===== src/rtl/port_arbiter.sv =====
// Three-port round-robin word arbiter with burst limiting, a per-port mask and
// saturating per-port transfer counters behind a small host register window.
module port_arbiter #(
    parameter int MAX_BURST = 4
) (
    input  logic       clk,
    input  logic       reset,
    input  logic [2:0] req,
    input  logic [7:0] data1,
    input  logic [7:0] data2,
    input  logic [7:0] data3,
    output logic [2:0] ack,
    output logic       out_valid,
    input  logic       out_ready,
    output logic [1:0] out_port,
    output logic [7:0] out_data,
    input  logic       chipselect,
    input  logic       read,
    input  logic       write,
    input  logic [2:0] address,
    input  logic [7:0] writedata,
    output logic [7:0] readdata
);

    localparam logic [0:0] IDLE = 1'b0;
    localparam logic [0:0] XFER = 1'b1;

    logic [0:0] state_r;
    logic [1:0] g_r;
    logic [1:0] last_r;
    logic [3:0] bcnt_r;
    logic [2:0] mask_r;
    logic [7:0] cnt_r [0:2];

    logic [2:0] gsel_s;
    logic [7:0] gdata_s;
    logic [2:0] eligible_s;
    logic [1:0] next_s;
    logic       in_xfer_s;
    logic       xfer_s;
    logic       leave_s;
    logic       clr_s;
    logic       mask_wr_s;
    logic       unused_wd_s;

    // First eligible port scanning last+1, last+2, last+3 with 1-based wrap.
    function automatic logic [1:0] pick_next(input logic [1:0] last, input logic [2:0] elig);
        logic [1:0] p;
        logic [1:0] found;
        p     = last;
        found = 2'd0;
        for (int k = 0; k < 3; k++) begin
            p = (p == 2'd3) ? 2'd1 : p + 2'd1;
            if (found == 2'd0 && elig[p - 2'd1]) begin
                found = p;
            end
        end
        return found;
    endfunction

    // Decode the registered grant into a one-hot select and its data word.
    always_comb begin
        gsel_s  = 3'b000;
        gdata_s = 8'h00;
        case (g_r)
            2'd1: begin gsel_s = 3'b001; gdata_s = data1; end
            2'd2: begin gsel_s = 3'b010; gdata_s = data2; end
            2'd3: begin gsel_s = 3'b100; gdata_s = data3; end
            default: begin gsel_s = 3'b000; gdata_s = 8'h00; end
        endcase
    end

    assign in_xfer_s   = (state_r == XFER);
    assign eligible_s  = req & mask_r;
    assign next_s      = pick_next(last_r, eligible_s);
    assign out_valid   = in_xfer_s & (|(req & mask_r & gsel_s));
    assign out_port    = in_xfer_s ? g_r : 2'd0;
    assign out_data    = in_xfer_s ? gdata_s : 8'h00;
    assign xfer_s      = out_valid & out_ready;
    assign ack         = xfer_s ? gsel_s : 3'b000;
    // Burst ends on the last permitted word, or as soon as the granted port stops qualifying.
    assign leave_s     = (xfer_s & (bcnt_r == 4'(MAX_BURST - 1))) | ~out_valid;
    assign clr_s       = chipselect & write & (address == 3'd4);
    assign mask_wr_s   = chipselect & write & (address == 3'd0);
    assign unused_wd_s = ^writedata[7:3];

    // Grant FSM: IDLE picks the next port, XFER streams words until the burst ends.
    always_ff @(posedge clk or posedge reset) begin
        if (reset) begin
            state_r <= IDLE;
            g_r     <= 2'd0;
            last_r  <= 2'd3;
            bcnt_r  <= 4'd0;
        end else begin
            case (state_r)
                IDLE: begin
                    if (|eligible_s) begin
                        state_r <= XFER;
                        g_r     <= next_s;
                        last_r  <= next_s;
                        bcnt_r  <= 4'd0;
                    end
                end
                XFER: begin
                    if (leave_s) begin
                        state_r <= IDLE;
                        g_r     <= 2'd0;
                    end else if (xfer_s) begin
                        bcnt_r <= bcnt_r + 4'd1;
                    end
                end
                default: begin
                    state_r <= IDLE;
                    g_r     <= 2'd0;
                end
            endcase
        end
    end

    // Host mask register and saturating per-port counters; a clear beats a coincident transfer.
    always_ff @(posedge clk or posedge reset) begin
        if (reset) begin
            mask_r <= 3'b111;
            for (int i = 0; i < 3; i++) begin
                cnt_r[i] <= 8'h00;
            end
        end else begin
            if (mask_wr_s) begin
                mask_r <= writedata[2:0];
            end
            for (int i = 0; i < 3; i++) begin
                if (clr_s) begin
                    cnt_r[i] <= 8'h00;
                end else if (ack[i] && cnt_r[i] != 8'hFF) begin
                    cnt_r[i] <= cnt_r[i] + 8'd1;
                end
            end
        end
    end

    // Registered host read; samples pre-write register values.
    always_ff @(posedge clk or posedge reset) begin
        if (reset) begin
            readdata <= 8'h00;
        end else if (chipselect && read) begin
            case (address)
                3'd0:    readdata <= {5'b00000, mask_r};
                3'd1:    readdata <= cnt_r[0];
                3'd2:    readdata <= cnt_r[1];
                3'd3:    readdata <= cnt_r[2];
                3'd4:    readdata <= {5'b00000, state_r, g_r};
                default: readdata <= 8'hFF;
            endcase
        end
    end

endmodule


===== config.mk =====
export PLATFORM = sky130hd
export DESIGN_NAME = port_arbiter
export DESIGN_NICKNAME = d
export VERILOG_FILES = /design/src/rtl/port_arbiter.sv
export SDC_FILE = /design/constraint.sdc
export NUM_CORES = 1
export LEC_CHECK = 0
export CORE_ASPECT_RATIO = 1.5
export CORE_MARGIN = 10
export CORE_UTILIZATION = 55
export DETAILED_ROUTE_END_ITERATION = 10
export PLACE_DENSITY = 0.87
export REMOVE_ABC_BUFFERS = 1
export SLEW_MARGIN = 5
export SYNTH_ARGS = -nofsm -noshare
export SYNTH_HDL_FRONTEND = slang
export SYNTH_SLANG_ARGS = --single-unit

===== constraint.sdc =====
create_clock -name clk -period 4 [get_ports clk]
set_input_delay 0.8 -clock clk [delete_from_list [all_inputs] [get_ports clk]]
set_output_delay 0.8 -clock clk [all_outputs]
set_load 0.02 [all_outputs]

After elaboration in Yosys (flattened, before gate mapping)
Cells that the tools add are included.

word-level totals
  bits in registers = 44
  input port bits = 44
  word-level logic and storage cells = 102

operators by class
  add/subtract/negate cells = 10
  magnitude comparators = 3
  eq/ne operators = 18
  muxes and demuxes = 34
  bitwise gates (word level) = 11
  reductions and logical operators = 17

operators by type and width
  kind                   number
  $mux W8                7
  $pmux W8 S5            1
  $add A8 B1 Y8 const B  3
  $ne A8 B8 Y1 const B   3
  $pmux W8 S3            1
  $mux W2                9
  $mux W4                3
  $eq A2 B2 Y1 const B   5
  $lt A2 B3 Y1 const B   3
  $pmux W3 S3            1
  $pmux W4 S2            1
  $add A2 B1 Y2 const B  3
  $and A1 B1 Y1          6
  $and A3 B3 Y3          2
  $bmux W1 S2            3
  $eq A3 B2 Y1 const B   2
  $logic_and A1 B1 Y1    6
  $reduce_bool A2 Y1     3
  $reduce_or A3 Y1       2
  $sub A2 B1 Y2 const B  3
  $mux W1                5
  $add A4 B1 Y4 const B  1
  $eq A4 B2 Y1 const B   1
  $logic_not A2 Y1       2
  13 further kinds       17

Depth between registers and ports, before layout
  word-level depth = 14
  depth in mapped cells = 8
  depth with buffers taken out = 7

Worst setup path after synthesis
Ideal clock, no wire load.

  kind = input-to-output
  from = in req[2]
  to = out out_valid
  arrival time = 1.441 ns
  data required time = 3.200 ns
  setup slack = 1.759 ns
  stages on the path = 4
  cell sequence = and3_1 o21ai_2 nand2_1 and2_1

on the way
  cells in the longest elaborated chain, start to end = 4

ends and longest elaborated chain
  what                         RTL line  RTL
  start, declared              8         input logic [2:0] req,
  $and A3 B3 Y3 (2 in series)  76        assign out_valid = in_xfer_s & (|(req & mask_r & gsel_s));
  $reduce_or A3 Y1             76
  $and A1 B1 Y1                76
  end, declared                13        output logic out_valid,

Every way passes these cells.

Worst setup path after layout
Ends and elaborated chain as after synthesis.

==> metrics <==
clock sinks=44; post-route minimum period=3470 ps; Power Dens Cells=390 nW/µm²; vias=2590; # H-tree levels=2; post-synth top area cell=dfrtp_1; maximum VDD drop=0.243 mV; synth warn=0; Post-DRT Antenna Nets=0; standard-cell rows=32; average size of a mapped cell=9.21 µm²; number of inserted diodes=0; crit path launch type=input pin; cell area after synthesis=2900 µm²; Root Driver=clkbuf_8; hold crit path type=reg2reg; final hold vios=0; distinct cell type count after synthesis=52; Overflow after GRT=0; leakage power=1.54 nW; area grow syn2layout=24.4%; 1st-iter DRT viols=132; cts bufs inserted=5; unrepaired setup endpoints after global routing=false; Crit-path slowest cell=clkdlybuf4s50_1; final WL=7.70 mm; Total GRT Usage=0.179; placer's final routability congestion estimate=0.891; DRC violations left=0; Tcrit/Tclk final=0.868; Clock Tree Buf Depth=2; core footprint=5120 µm²; Port Buffers=60; TritonCTS clock tree=yes; Slew Limit Headroom=0.385; CTS clk-pin slew, worst paths=80 ps; die width=79.3 µm; CP dominant cell by count=clkdlybuf4s50_1; pins over their slew limit=0; Via density=5.97; postcts setup bufs=0; main flop type after synthesis=dfrtp_1; Final nets=418; Cells after Synth=315; CP max stage delay=620 ps; register area share after synthesis=0.382; Initial Util=0.566; IO Count=66; data required time of the critical path=3200 ps; most common cell after layout, fill and taps aside=clkdlybuf4s50_1; Setup TNS=0 ps; worst endpoint data arrival time=2670 ps; Hold WS=484 ps; share of cells above drive strength 1=0.104; Die Ht=109 µm; clock latency on the worst-skew pair=300 ps; number of global-route vias before repair=2591; largest net degree at the start of global routing=45; CP max FO=5; hold buffers post-CTS=0; critical-path cell list=clkdlybuf4s50_1, and3_1, o21ai_2, nand2_1, and2_1, clkdlybuf4s50_1; fmax=288 MHz; Worst Skew=8.73 ps; max-cap viol count=0; post_cts resized=0; Yosys reg bits=44; Synth top area share=0.336; DR pass1 iterations=4; Die ar.=8640 µm²; post-DP HPWL=5.99 mm; Setup CP Type=in2out; drt wl/cell=17.7 µm; top post-synthesis cells by area=dfrtp_1 34%, mux2_2 6.2%, dfstp_2 4.5%; commonest cells after routing, fill and taps aside=60 x clkdlybuf4s50_1, 39 x dfrtp_1, 30 x nand2_1; first-pass GRT wire length=12.4 mm; Post-synth EDFFs=0; antenna violations before repair=0; worst-margin pin slew=920 ps; share of async-settable or async-resettable flops after synthesis=1.00; Setup-failing EPs final=0; CP Capture Type=primary output; status=finished clean
synthesized netlist by cell type (all sizes together), types with 3 or more instances:
library cell / n
and3: 8
ha: 8
o21ai: 12
a21o: 4
xnor2: 11
a22oi: 8
nand4b: 4
nand3b: 4
nand3: 13
nand4: 4
a211oi: 5
nand2: 30
o22a: 5
a21oi: 7
nor3: 8
clkbuf: 15
nor2: 28
dfrtp: 39
inv: 11
xor2: 8
nor2b: 11
buf: 3
o22ai: 7
nor3b: 3
o21a: 7
dfstp: 5
mux2i: 6
mux2: 16
and2: 5
report_power, final:
group          leakage [nW]  internal, mW  switching [mW]  total (mW)
combinational         0.920         0.282           0.254       0.536
sequential            0.581         0.505          0.0996       0.605
clock                0.0410         0.119           0.146       0.265
per-layer routing:
layer / wire length [µm] / GRT usage / up-vias
li1: - / - / 1227
met1: 3010 / 0.189 / 1261
met2: 4150 / 0.337 / 88
met3: 335 / 0.0313 / 14
met4: 201 / 0.0733 / 0
met5: 0 / 0 / -
through the flow:
| step | cells | power (mW) | instance area [µm²] | setup WS, ps | util |
|---|---|---|---|---|---|
| CTS | 434 | 1.41 | 3610 | 540 | 0.704 |
| finish | 434 | 1.41 | 3610 | 526 | 0.704 |
| global placement | 427 | 1.12 | 3530 | 570 | 0.689 |
| floorplan | 297 | 0.937 | 2820 | 1760 | - |
| detailed placement | 427 | 1.15 | 3530 | 547 | 0.689 |
| global route | 434 | 1.49 | 3610 | 480 | 0.704 |
cells by family (layout without fill, tap and decap cells):
family                   count (synthesis)  count (layout)  synth area share
multiplexers                            22              22            0.0828
adder cells (fa/ha/maj)                  8               8            0.0345
AO/OA/AOI/OAI                           68              68             0.174
AND/OR/NAND/NOR                        125             125             0.228
buffers and inverters                   29              80            0.0414
XOR/XNOR                                19              19            0.0574
flip-flops                              44              44             0.382
flip-flops by register name, indices dropped and copies added, names as in the netlist:
register,cells
in_xfer_s,1
g_r,2
cnt_r,24
mask_r,3
bcnt_r,4
readdata,8
last_r,2
cell type report:
| cell class | instances | area [µm²] |
|---|---|---|
| well taps | 68 | 85.1 |
| multi-input cells | 242 | 1680 |
| clock buffers | 6 | 72.6 |
| clock inverters | 1 | 5.00 |
| inverters | 11 | 41.3 |
| repair buffers | 62 | 616 |
| fillers | 425 | 1520 |
| flip-flops and latches | 44 | 1110 |
worst paths after layout:
path | startpoint | to | slack, ps | cells past startpoint
setup / recovery | req[2] | out_valid | 530 | 6
min in group asynchronous | reset | readdata[2]$_DFFE_PP0P_ | 940 | 3
hold / removal | readdata[2]$_DFFE_PP0P_ | readdata[2]$_DFFE_PP0P_ | 480 | 2
hold reg to reg | readdata[2]$_DFFE_PP0P_ | readdata[2]$_DFFE_PP0P_ | 480 | 2
setup reg to reg | last_r[0]$_DFFE_PP1P_ | last_r[1]$_DFFE_PP1P_ | 1730 | 7
max in group asynchronous | reset | cnt_r[3]$_DFFE_PP0P_ | 2670 | 3
critical path, delay by kind of cell:
family,cells,cell delay (ps)
AOI/OAI and AO/OA,1,100
buffers and inverters,2,1200
and+or+nand+nor,3,580
No activity file was read; power rests on OpenSTA's default activity.
